## config.mk

```make
export PLATFORM = sky130hd
export DESIGN_NAME = i2c_key_controller
export DESIGN_NICKNAME = d
export VERILOG_FILES = /design/src/rtl/i2c_ctrl_pkg.sv /design/src/rtl/i2c_stall_timer.sv /design/src/rtl/i2c_key_controller.sv
export SDC_FILE = /design/constraint.sdc
export NUM_CORES = 1
export LEC_CHECK = 0
export CORE_MARGIN = 2
export CORE_UTILIZATION = 30
export CTS_CLUSTER_SIZE = 25
export DETAILED_ROUTE_END_ITERATION = 12
export GPL_ROUTABILITY_DRIVEN = 0
export PLACE_DENSITY = 0.6
export SLEW_MARGIN = 15
export SYNTH_ARGS = -nofsm -noshare
export SYNTH_HDL_FRONTEND = slang
export SYNTH_SLANG_ARGS = --single-unit
```

## constraint.sdc

```tcl
create_clock -name clk -period 4.63 [get_ports clk]
set_clock_uncertainty 0.2 [all_clocks]
set_input_delay 0.926 -clock clk [delete_from_list [all_inputs] [get_ports clk]]
set_output_delay 0.926 -clock clk [all_outputs]
set_load 0.03 [all_outputs]
```

## src/rtl/i2c_ctrl_pkg.sv

```systemverilog
// Shared types for the I2C key controller: FSM state encoding and SDA drive modes.
package i2c_ctrl_pkg;

  typedef enum logic [3:0] {
    IDLE          = 4'd0,
    WAIT_FOR_BYTE = 4'd1,
    RX_BYTE       = 4'd2,
    PREP_ACK      = 4'd3,
    ACK_TX        = 4'd4,
    ACK_RX        = 4'd5,
    LOAD_BYTE     = 4'd6,
    SEND_BYTE     = 4'd7,
    RX_REG_LOAD   = 4'd8,
    MAKE_BUS_IDLE = 4'd9,
    MASTER_ACK    = 4'd10,
    RX_WAIT       = 4'd11,
    RX_ACK_PREP   = 4'd12,
    RX_KEY_SIGNAL = 4'd13
  } state_t;

  localparam logic [1:0] SDA_RELEASE = 2'b00;
  localparam logic [1:0] SDA_ACK     = 2'b01;
  localparam logic [1:0] SDA_TX      = 2'b11;

endpackage

```

## src/rtl/i2c_stall_timer.sv

```systemverilog
// Stall watchdog: counts enabled cycles since the last clear and flags expiry
// on the LIMIT-th such cycle. LIMIT = 0 disables it.
module i2c_stall_timer #(
  parameter int LIMIT = 1024
) (
  input  logic clk,
  input  logic rst,
  input  logic enable,
  input  logic clear,
  output logic expire
);

  localparam int CW = (LIMIT > 1) ? $clog2(LIMIT) : 1;
  localparam logic [CW-1:0] LAST = CW'((LIMIT > 0) ? LIMIT - 1 : 0);

  logic [CW-1:0] count;

  // Holds at LAST so a blocked expiry cannot wrap back to an early count.
  always_ff @(posedge clk) begin
    if (rst || clear || !enable) begin
      count <= '0;
    end else if (count != LAST) begin
      count <= count + CW'(1);
    end
  end

  assign expire = (LIMIT > 0) && enable && (count == LAST);

endmodule

```

## src/rtl/i2c_key_controller.sv

```systemverilog
// I2C slave sequencing FSM: address ACK/NACK, fixed-length key reception and
// FIFO-fed transmit, with repeated START handling and a stall watchdog.
module i2c_key_controller
  import i2c_ctrl_pkg::*;
#(
  parameter int KEY_BYTES      = 16,
  parameter int TIMEOUT_CYCLES = 1024,
  parameter int ALLOW_TX       = 1
) (
  input  logic                             clk,
  input  logic                             rst,
  input  logic                             start_found,
  input  logic                             stop_found,
  input  logic                             byte_received,
  input  logic                             ack_prep,
  input  logic                             check_ack,
  input  logic                             ack_done,
  input  logic                             rw_mode,
  input  logic                             address_match,
  input  logic                             sda_in,
  input  logic                             fifo_empty,
  output logic                             rx_enable,
  output logic                             tx_enable,
  output logic                             read_enable,
  output logic                             load_data,
  output logic                             reg_enable,
  output logic                             start_byte_received,
  output logic [1:0]                       sda_mode,
  output logic                             key_loaded,
  output logic [$clog2(KEY_BYTES+1)-1:0]   byte_count,
  output logic                             timeout_err
);

  localparam int CW = $clog2(KEY_BYTES + 1);
  localparam logic [CW-1:0] KEY_LAST = CW'(KEY_BYTES);

  state_t state, state_next;
  logic   wd_enable, wd_clear, wd_expire, wd_fire;

  always_ff @(posedge clk) begin
    if (rst) begin
      state <= IDLE;
    end else begin
      state <= state_next;
    end
  end

  // Bus conditions override everything; the watchdog only acts when neither is present.
  always_comb begin
    state_next          = state;
    wd_fire             = 1'b0;
    rx_enable           = 1'b0;
    tx_enable           = 1'b0;
    read_enable         = 1'b0;
    load_data           = 1'b0;
    reg_enable          = 1'b0;
    start_byte_received = 1'b0;
    sda_mode            = SDA_RELEASE;

    if (stop_found && (state != IDLE)) begin
      state_next = IDLE;
    end else if (start_found) begin
      state_next = WAIT_FOR_BYTE;
    end else if (wd_expire) begin
      state_next = IDLE;
      wd_fire    = 1'b1;
    end else begin
      case (state)
        IDLE:          state_next = IDLE;
        WAIT_FOR_BYTE: if (byte_received) state_next = PREP_ACK;
        PREP_ACK: begin
          if (ack_prep) begin
            if (rw_mode && address_match && !fifo_empty && (ALLOW_TX != 0)) begin
              state_next = ACK_TX;
            end else if (!rw_mode && address_match && !key_loaded) begin
              state_next = ACK_RX;
            end else begin
              state_next = IDLE;
            end
          end
        end
        ACK_TX:        if (ack_done) state_next = LOAD_BYTE;
        LOAD_BYTE:     state_next = SEND_BYTE;
        SEND_BYTE:     if (ack_prep) state_next = MAKE_BUS_IDLE;
        MAKE_BUS_IDLE: if (check_ack) state_next = MASTER_ACK;
        MASTER_ACK:    state_next = sda_in ? IDLE : RX_WAIT;
        RX_WAIT:       if (ack_done) state_next = fifo_empty ? IDLE : LOAD_BYTE;
        ACK_RX:        if (ack_done) state_next = (byte_count == KEY_LAST) ? RX_REG_LOAD : RX_BYTE;
        RX_BYTE:       if (byte_received) state_next = RX_ACK_PREP;
        RX_ACK_PREP:   if (ack_prep) state_next = ACK_RX;
        RX_REG_LOAD:   state_next = RX_KEY_SIGNAL;
        RX_KEY_SIGNAL: state_next = IDLE;
        default:       state_next = IDLE;
      endcase
    end

    case (state)
      WAIT_FOR_BYTE, RX_BYTE: rx_enable = 1'b1;
      PREP_ACK:               start_byte_received = 1'b1;
      ACK_TX, ACK_RX:         sda_mode = SDA_ACK;
      LOAD_BYTE: begin
        read_enable = 1'b1;
        load_data   = 1'b1;
      end
      SEND_BYTE: begin
        tx_enable = 1'b1;
        sda_mode  = SDA_TX;
      end
      RX_REG_LOAD:            reg_enable = 1'b1;
      default:                ;
    endcase
  end

  // Key commit states advance on their own, so they are excluded from the watchdog.
  assign wd_enable = (state != IDLE) && (state != RX_REG_LOAD) && (state != RX_KEY_SIGNAL);
  assign wd_clear  = (state_next != state) || start_found;

  i2c_stall_timer #(
    .LIMIT (TIMEOUT_CYCLES)
  ) u_stall_timer (
    .clk    (clk),
    .rst    (rst),
    .enable (wd_enable),
    .clear  (wd_clear),
    .expire (wd_expire)
  );

  always_ff @(posedge clk) begin
    if (rst) begin
      byte_count  <= '0;
      key_loaded  <= 1'b0;
      timeout_err <= 1'b0;
    end else begin
      timeout_err <= wd_fire;
      if ((state_next == WAIT_FOR_BYTE) && ((state != WAIT_FOR_BYTE) || start_found)) begin
        byte_count <= '0;
      end else if ((state == RX_BYTE) && (state_next == RX_ACK_PREP) && (byte_count != KEY_LAST)) begin
        byte_count <= byte_count + CW'(1);
      end
      if (state_next == RX_KEY_SIGNAL) begin
        key_loaded <= 1'b1;
      end
    end
  end

endmodule
```

==> run summary, run 1 <==
status: finished clean
routed wire length: 4339 um
Placement Rows: 27
Crit Path Max Fanout: 21
r2r worst-path depth: 6
hold path depth: 2
DR DRC count: 0
Root Driver: clkbuf_8
Slew @ Worst Pin: 0.9605 ns
Leakage: 0.6821 nW
Yosys cell types: 68
Slew Viols, Final: 0
gr ovfl total: 0
Worst R2R End: u_stall_timer.count[4]$_SDFFE_PP0P_
CTS HTree Levels: 1
WP data required: 3.50 ns
total CTS buffers: 3
most frequent cells in the layout: clkdlybuf4s50_1, dfxtp_1, nand2_1
worst setup path end: rx_enable
Placed Cells incl. Taps: 293
Synth async-reset ratio: 0
setup repair after global routing missed its margin: no
clk sink count: 21
Psw: 0.08644 mW
number of stages on the worst setup path: 4
Clk pin slew, worst setup/hold paths: 0.08 ns
DIE AREA: 6528 um2
post-DP HPWL: 3203 um
Switching Share: 0.2489
1st-pass router iterations: 4
biggest cell delay along the critical path: 0.80 ns
FF-to-FF setup slack: 1.53 ns
buffers and inverters on the worst path: 2
setup violators final: 0
Max VDD drop: 106.9 uV
final net count: 241
maximum clock frequency: 290.0 MHz
PostCTS Resize Cnt: 0
DR iter-0 viols: 92
DR vias/cell: 5.515
Initial Util: 0.3155
CTS tree: yes
CP max-delay cell: dfxtp_1
average size of a mapped cell: 8.425 um2
register area share after synthesis: 0.2376
CP delay by family, top: buffers and inverters
antenna violations before repair: 0
Ys Warns: 0
first-pass GRT wire length: 7162 um
crit-path cells: buf_4 -> xnor2_1 -> nor3_1 -> clkdlybuf4s50_1
Area growth syn-to-layout: 16.48%
number of enable flip-flop cells after synthesis: 0
largest net degree at the start of global routing: 28
flops & latches, synth: 21
Chip Width: 80.80 um
layout cells sized above 1: 0.1111
Post-Syn Instances: 210
FF-to-FF Start: state[2]$_SDFF_PP0_
CP Launch Type: flop
crit end category: output pin
Ant. Diodes: 0
Cell Pwr Density: 168.5 nW/um2
P_int: 0.2609 mW
clock share of power: 0.344
Clock Latency Late Sink: 0.26 ns
clock buffer depth: 2
max cap viols: 0
Setup TNS: 0 ns
Final ANT Viol Nets: 0
Mapped Nets: 225
Netlist Area Pre-Place: 1769 um2
Routed WL per cell: 14.61 um
Final period util: 0.7448
minimum clock period: 3.448 ns
worst min-delay path category: reg -> reg
commonest non-fill, non-tap cell in the layout: clkdlybuf4s50_1
Combinational Power Share: 0.120
Final Hold Fails: 0
Final Non-Filler Cells: 297
# Post-CTS Setup Buffers: 0
arrival time at the worst endpoint: 2.32 ns
core footprint: 5608 um2
Rel. slew slack: 0.3588
Vias: 1638
hold_buf cts: 0
overall global routing resource usage: 0.1368
prevailing post-synth register cell: dfxtp_1
CP Launch Point: state[1]$_SDFF_PP0_
I/O pin count: 27
vias in the first global route: 1432
DIE HEIGHT: 80.80 um
share of power burned in registers: 0.536
crit path kind: reg -> out
IO Port Bufs: 26
state kept, by name, summed over array words and instances (netlist names):
register             flops
byte_count               5
u_stall_timer.count     10
state                    4
timeout_err              1
key_loaded               1
metal layers:
metal | wire, um | track usage | vias to the layer above
met1 | 2096 | 0.1925 | 767
li1 | - | - | 828
met3 | 171 | 0.01222 | 6
met5 | 0 | 0 | -
met2 | 2018 | 0.2175 | 37
met4 | 53 | 0.05085 | 0
Yosys cell counts, drive strengths merged, types with 3 or more instances:
| master | n | area [um2] |
|---|---|---|
| a21oi | 9 | 60.06 |
| a31oi | 10 | 62.56 |
| and2 | 4 | 25.02 |
| and3 | 3 | 18.77 |
| buf | 15 | 108.9 |
| dfxtp | 21 | 420.4 |
| ha | 3 | 37.54 |
| inv | 7 | 26.27 |
| nand2 | 18 | 67.56 |
| nand2b | 4 | 32.53 |
| nand3 | 8 | 40.04 |
| nand3b | 3 | 26.27 |
| nor2 | 12 | 45.04 |
| nor2b | 8 | 50.05 |
| nor3 | 10 | 50.05 |
| nor4 | 16 | 127.6 |
| o211ai | 3 | 27.52 |
| o21ai | 7 | 35.03 |
| xnor2 | 7 | 61.31 |
| xor2 | 3 | 33.79 |
power groups by stage:
stage / sequential (mW) / combinational (mW) / clock (mW)
2_1_floorplan: 0.186 / 0.0278 / 0
3_3_place_gp: 0.190 / 0.0415 / 0
3_5_place_dp: 0.190 / 0.0415 / 0
4_1_cts: 0.186 / 0.0418 / 0.125
5_1_grt: 0.187 / 0.0459 / 0.133
6_report: 0.186 / 0.0417 / 0.120
logic make-up (layout without fill, tap and decap cells):
| kind of cell | after synthesis | in the layout | share of synthesized area |
|---|---|---|---|
| AO/OA/AOI/OAI | 48 | 48 | 0.2249 |
| AND/OR/NAND/NOR | 102 | 102 | 0.3635 |
| XOR/XNOR | 10 | 10 | 0.05375 |
| adder cells (fa/ha/maj) | 3 | 3 | 0.02122 |
| multiplexers | 3 | 3 | 0.02051 |
| buffers and inverters | 23 | 38 | 0.07849 |
| flip-flops | 21 | 21 | 0.2376 |
final cells by class:
class	count	area [um2]
clock inverters	1	5.005
inverters	7	26.28
multi-input cells	166	1210
fillers	610	3547
well taps	72	90.09
repair buffers	27	267.8
flip-flops and latches	21	420.4
clock buffers	3	41.29
worst reg2reg max path, delay by kind of cell, from the launching register on:
| kind | cells | cell delay [ns] |
|---|---|---|
| AND/OR/NAND/NOR | 2 | 0.59 |
| multiplexers | 1 | 0.42 |
| AO/OA/AOI/OAI | 3 | 0.99 |
| flip-flops | 1 | 0.81 |
worst min-delay path by stage:
stage                                              from                                  end  slack, ns
global placement                key_loaded$_SDFFE_PP0N_              key_loaded$_SDFFE_PP0N_       0.26
CTS                             key_loaded$_SDFFE_PP0N_              key_loaded$_SDFFE_PP0N_       0.28
detailed placement              key_loaded$_SDFFE_PP0N_              key_loaded$_SDFFE_PP0N_       0.27
finish                          key_loaded$_SDFFE_PP0N_              key_loaded$_SDFFE_PP0N_       0.27
floorplan           u_stall_timer.count[0]$_SDFFE_PP0P_  u_stall_timer.count[0]$_SDFFE_PP0P_       0.34
global route                    key_loaded$_SDFFE_PP0N_              key_loaded$_SDFFE_PP0N_       0.33
through the flow:
step	area (um2)	power [mW]	hold slack, ns	utilization	setup WS [ns]
after floorplan	1769	0.2136	0.3358	-	1.878
after global placement	2014	0.2319	0.2630	0.3592	1.101
after detailed placement	2014	0.2318	0.2674	0.3592	1.038
after CTS	2061	0.3532	0.2802	0.3675	1.180
after global routing	2061	0.3660	0.3254	0.3675	1.013
final	2061	0.3473	0.2734	0.3675	1.182
Power figures use the tool's default switching activity.
==> inputs of run 2 (changes only) <==
--- a/config.mk
+++ b/config.mk
@@ -10,7 +10,7 @@
 export CTS_CLUSTER_SIZE = 25
 export DETAILED_ROUTE_END_ITERATION = 12
 export GPL_ROUTABILITY_DRIVEN = 0
-export PLACE_DENSITY = 0.6
+export PLACE_DENSITY = 0.62
 export SLEW_MARGIN = 15
 export SYNTH_ARGS = -nofsm -noshare
 export SYNTH_HDL_FRONTEND = slang
==> constraint.sdc (replaced) <==
create_clock -name clk -period 3 [get_ports clk]
set_clock_uncertainty 0.2 [all_clocks]
set_input_delay 0.6 -clock clk [delete_from_list [all_inputs] [get_ports clk]]
set_output_delay 0.6 -clock clk [all_outputs]
set_load 0.03 [all_outputs]
==> run summary, run 2 (synthesis gave the netlist of run 1 again) <==
status: finished clean
Clock Latency Late Sink: 0.26 ns (about the same)
Rel. slew slack: 0.5667 (+0.2079)
FF-to-FF Start: u_stall_timer.count[0]$_SDFFE_PP0P_
most frequent cells in the layout: clkdlybuf4s50_1, buf_4, dfxtp_1
Final period util: 0.9445
overall global routing resource usage: 0.1424 (+0.005634)
PostCTS Resize Cnt: 0 (unchanged)
gr ovfl total: 0 (unchanged)
vias in the first global route: 1575 (+10%)
r2r worst-path depth: 8 (+2)
worst min-delay path category: reg -> reg
antenna violations before repair: 0 (unchanged)
Slew Viols, Final: 0 (unchanged)
Area growth syn-to-layout: 25.11%
routed wire length: 4498 um (+3.7%)
crit path kind: reg -> out
Fillers: 609 (-0.16%)
DR DRC count: 0 (unchanged)
Slew @ Worst Pin: 0.6500 ns (-0.3105 ns)
CP delay by family, top: flip-flops
DP Worst Slack: -0.1211 ns (-1.160 ns)
post-DP HPWL: 3364 um (+5.0%)
Root Driver: clkbuf_8
hold_buf cts: 0 (unchanged)
largest net degree at the start of global routing: 22 (-21%)
Ant. Diodes: 0 (unchanged)
minimum clock period: 2.833 ns
# Post-CTS Setup Buffers: 0 (unchanged)
fin area: 2213 um2 (+7.4%)
layout cells sized above 1: 0.1885 (+0.07741)
post-layout util: 0.3947 (+0.02722)
FF-to-FF setup slack: 0.35 ns (-1.18 ns)
IO Port Bufs: 26 (unchanged)
hold path depth: 2 (unchanged)
I/O pin count: 27 (unchanged)
CTS tree: yes
setup violators final: 0 (unchanged)
Largest register FFs: 10 (unchanged)
total CTS buffers: 3 (unchanged)
DP Area: 2157 um2 (+7.1%)
DIE AREA: 6528 um2 (unchanged)
crit-path cells: nand2b_1 -> and2_1 -> clkdlybuf4s50_1
CP Launch Type: flop
Initial Util: 0.3155 (unchanged)
final net count: 260 (+7.9%)
crit end category: output pin
Storage cell area: 422.9 um2 (+0.60%)
core footprint: 5608 um2 (unchanged)
Final ANT Viol Nets: 0 (unchanged)
Cell Pwr Density: 247.2 nW/um2 (+47%)
Leakage: 0.7773 nW (+14%)
Multi-input gate area: 1217 um2 (+0.62%)
setup repair after global routing missed its margin: no
commonest non-fill, non-tap cell in the layout: clkdlybuf4s50_1
Chip Width: 80.80 um (unchanged)
Hold Startpoint: key_loaded$_SDFFE_PP0N_
Routed WL per cell: 14.23 um (-2.6%)
clock buffer depth: 2 (unchanged)
DR vias/cell: 5.468 (-0.85%)
WP data required: 2.20 ns (-1.30 ns)
maximum clock frequency: 352.9 MHz
Max VDD drop: 148.7 uV (+39%)
clk sink count: 21 (unchanged)
first-pass GRT wire length: 7431 um (+3.8%)
worst setup margin: 0.1666 ns (-1.015 ns)
biggest cell delay along the critical path: 0.71 ns (-0.09 ns)
DR iter-0 viols: 82 (-11%)
CTS HTree Levels: 1 (unchanged)
buffers and inverters on the worst path: 1 (-1)
Hold Path End: key_loaded$_SDFFE_PP0N_
1st-pass router iterations: 4 (unchanged)
CP max-delay cell: dfxtp_1
DIE HEIGHT: 80.80 um (unchanged)
Placement Rows: 27 (unchanged)
Worst R2R End: u_stall_timer.count[8]$_SDFFE_PP0P_
Clk pin slew, worst setup/hold paths: 0.08 ns (about the same)
Vias: 1728 (+5.5%)
max cap viols: 0 (unchanged)
Most flops, register: u_stall_timer.count
Crit Path Max Fanout: 17 (-19%)
Min Hold Slack: 0.2787 ns (+0.005314 ns)
Largest regs: u_stall_timer.count x10, byte_count x5, state x4
Placed Cells incl. Taps: 312 (+6.5%)
Final Hold Fails: 0 (unchanged)
Final Non-Filler Cells: 316 (+6.4%)
arrival time at the worst endpoint: 2.03 ns (-0.29 ns)
## run 2: cell types whose count changed in the layout (fill, tap and decap cells not counted)
cell,delta
buf_4,+19
dfxtp_1,-2
a211oi_2,-1
a211oi_4,+1
dfxtp_2,+2
## run 2: cell type report
class | instances | area share
clock buffer | 3 | 0.01865
multi-input combinational | 166 | 0.5500
inverter | 7 | 0.01187
clock inverter | 1 | 0.002261
sequential | 21 | 0.1911
tap | 72 | 0.04070
timing repair buffer | 46 | 0.1854
## run 2: worst max-delay path by stage
stage	start	endpoint	slack (ns)	depth (start not counted)
2_1_floorplan	byte_count[0]$_SDFFE_PP0P_	u_stall_timer.count[0]$_SDFFE_PP0P_	0.50	8
3_3_place_gp	ack_prep	u_stall_timer.count[8]$_SDFFE_PP0P_	-0.10	7
3_5_place_dp	ack_prep	u_stall_timer.count[4]$_SDFFE_PP0P_	-0.12	7
4_1_cts	state[2]$_SDFF_PP0_	sda_mode[0]	0.03	3
5_1_grt	ack_prep	u_stall_timer.count[3]$_SDFFE_PP0P_	0.03	7
6_report	state[0]$_SDFF_PP0_	sda_mode[0]	0.17	3
## run 2: layer usage
layer | part of all wire | GRT usage | routed length (um)
met5 | 0 | 0 | 0
met4 | 0.013 | 0.03898 | 58
met3 | 0.041 | 0.02000 | 184
met2 | 0.47 | 0.2367 | 2103
met1 | 0.48 | 0.1934 | 2152
## run 2: where the power goes
group          switching, mW  internal (mW)  leakage [nW]
Sequential           0.00476          0.280         0.170
Combinational         0.0388         0.0382         0.581
Clock                 0.0932         0.0925        0.0255
Total                  0.137          0.410         0.777
## run 2: worst min-delay path, delay by kind of cell (launching register included)
kind	cells	cell delay (ns)
DFF	1	0.33
buffers and inverters	1	0.06
AOI/OAI and AO/OA	1	0.05
## run 2: stage by stage
step	power [mW]	setup TNS [ns]
3_3_place_gp	0.3673	-0.9933
5_1_grt	0.5695	0
6_report	0.5471	0
3_5_place_dp	0.3675	-1.131
4_1_cts	0.5501	0
2_1_floorplan	0.3296	0
==> inputs of run 3 (changes only) <==
--- a/config.mk
+++ b/config.mk
@@ -11,7 +11,6 @@
 export DETAILED_ROUTE_END_ITERATION = 12
 export GPL_ROUTABILITY_DRIVEN = 0
 export PLACE_DENSITY = 0.62
-export SLEW_MARGIN = 15
 export SYNTH_ARGS = -nofsm -noshare
 export SYNTH_HDL_FRONTEND = slang
 export SYNTH_SLANG_ARGS = --single-unit
==> results of run 3 <==
Final layout, timing and power as in run 2 (identical DEF).
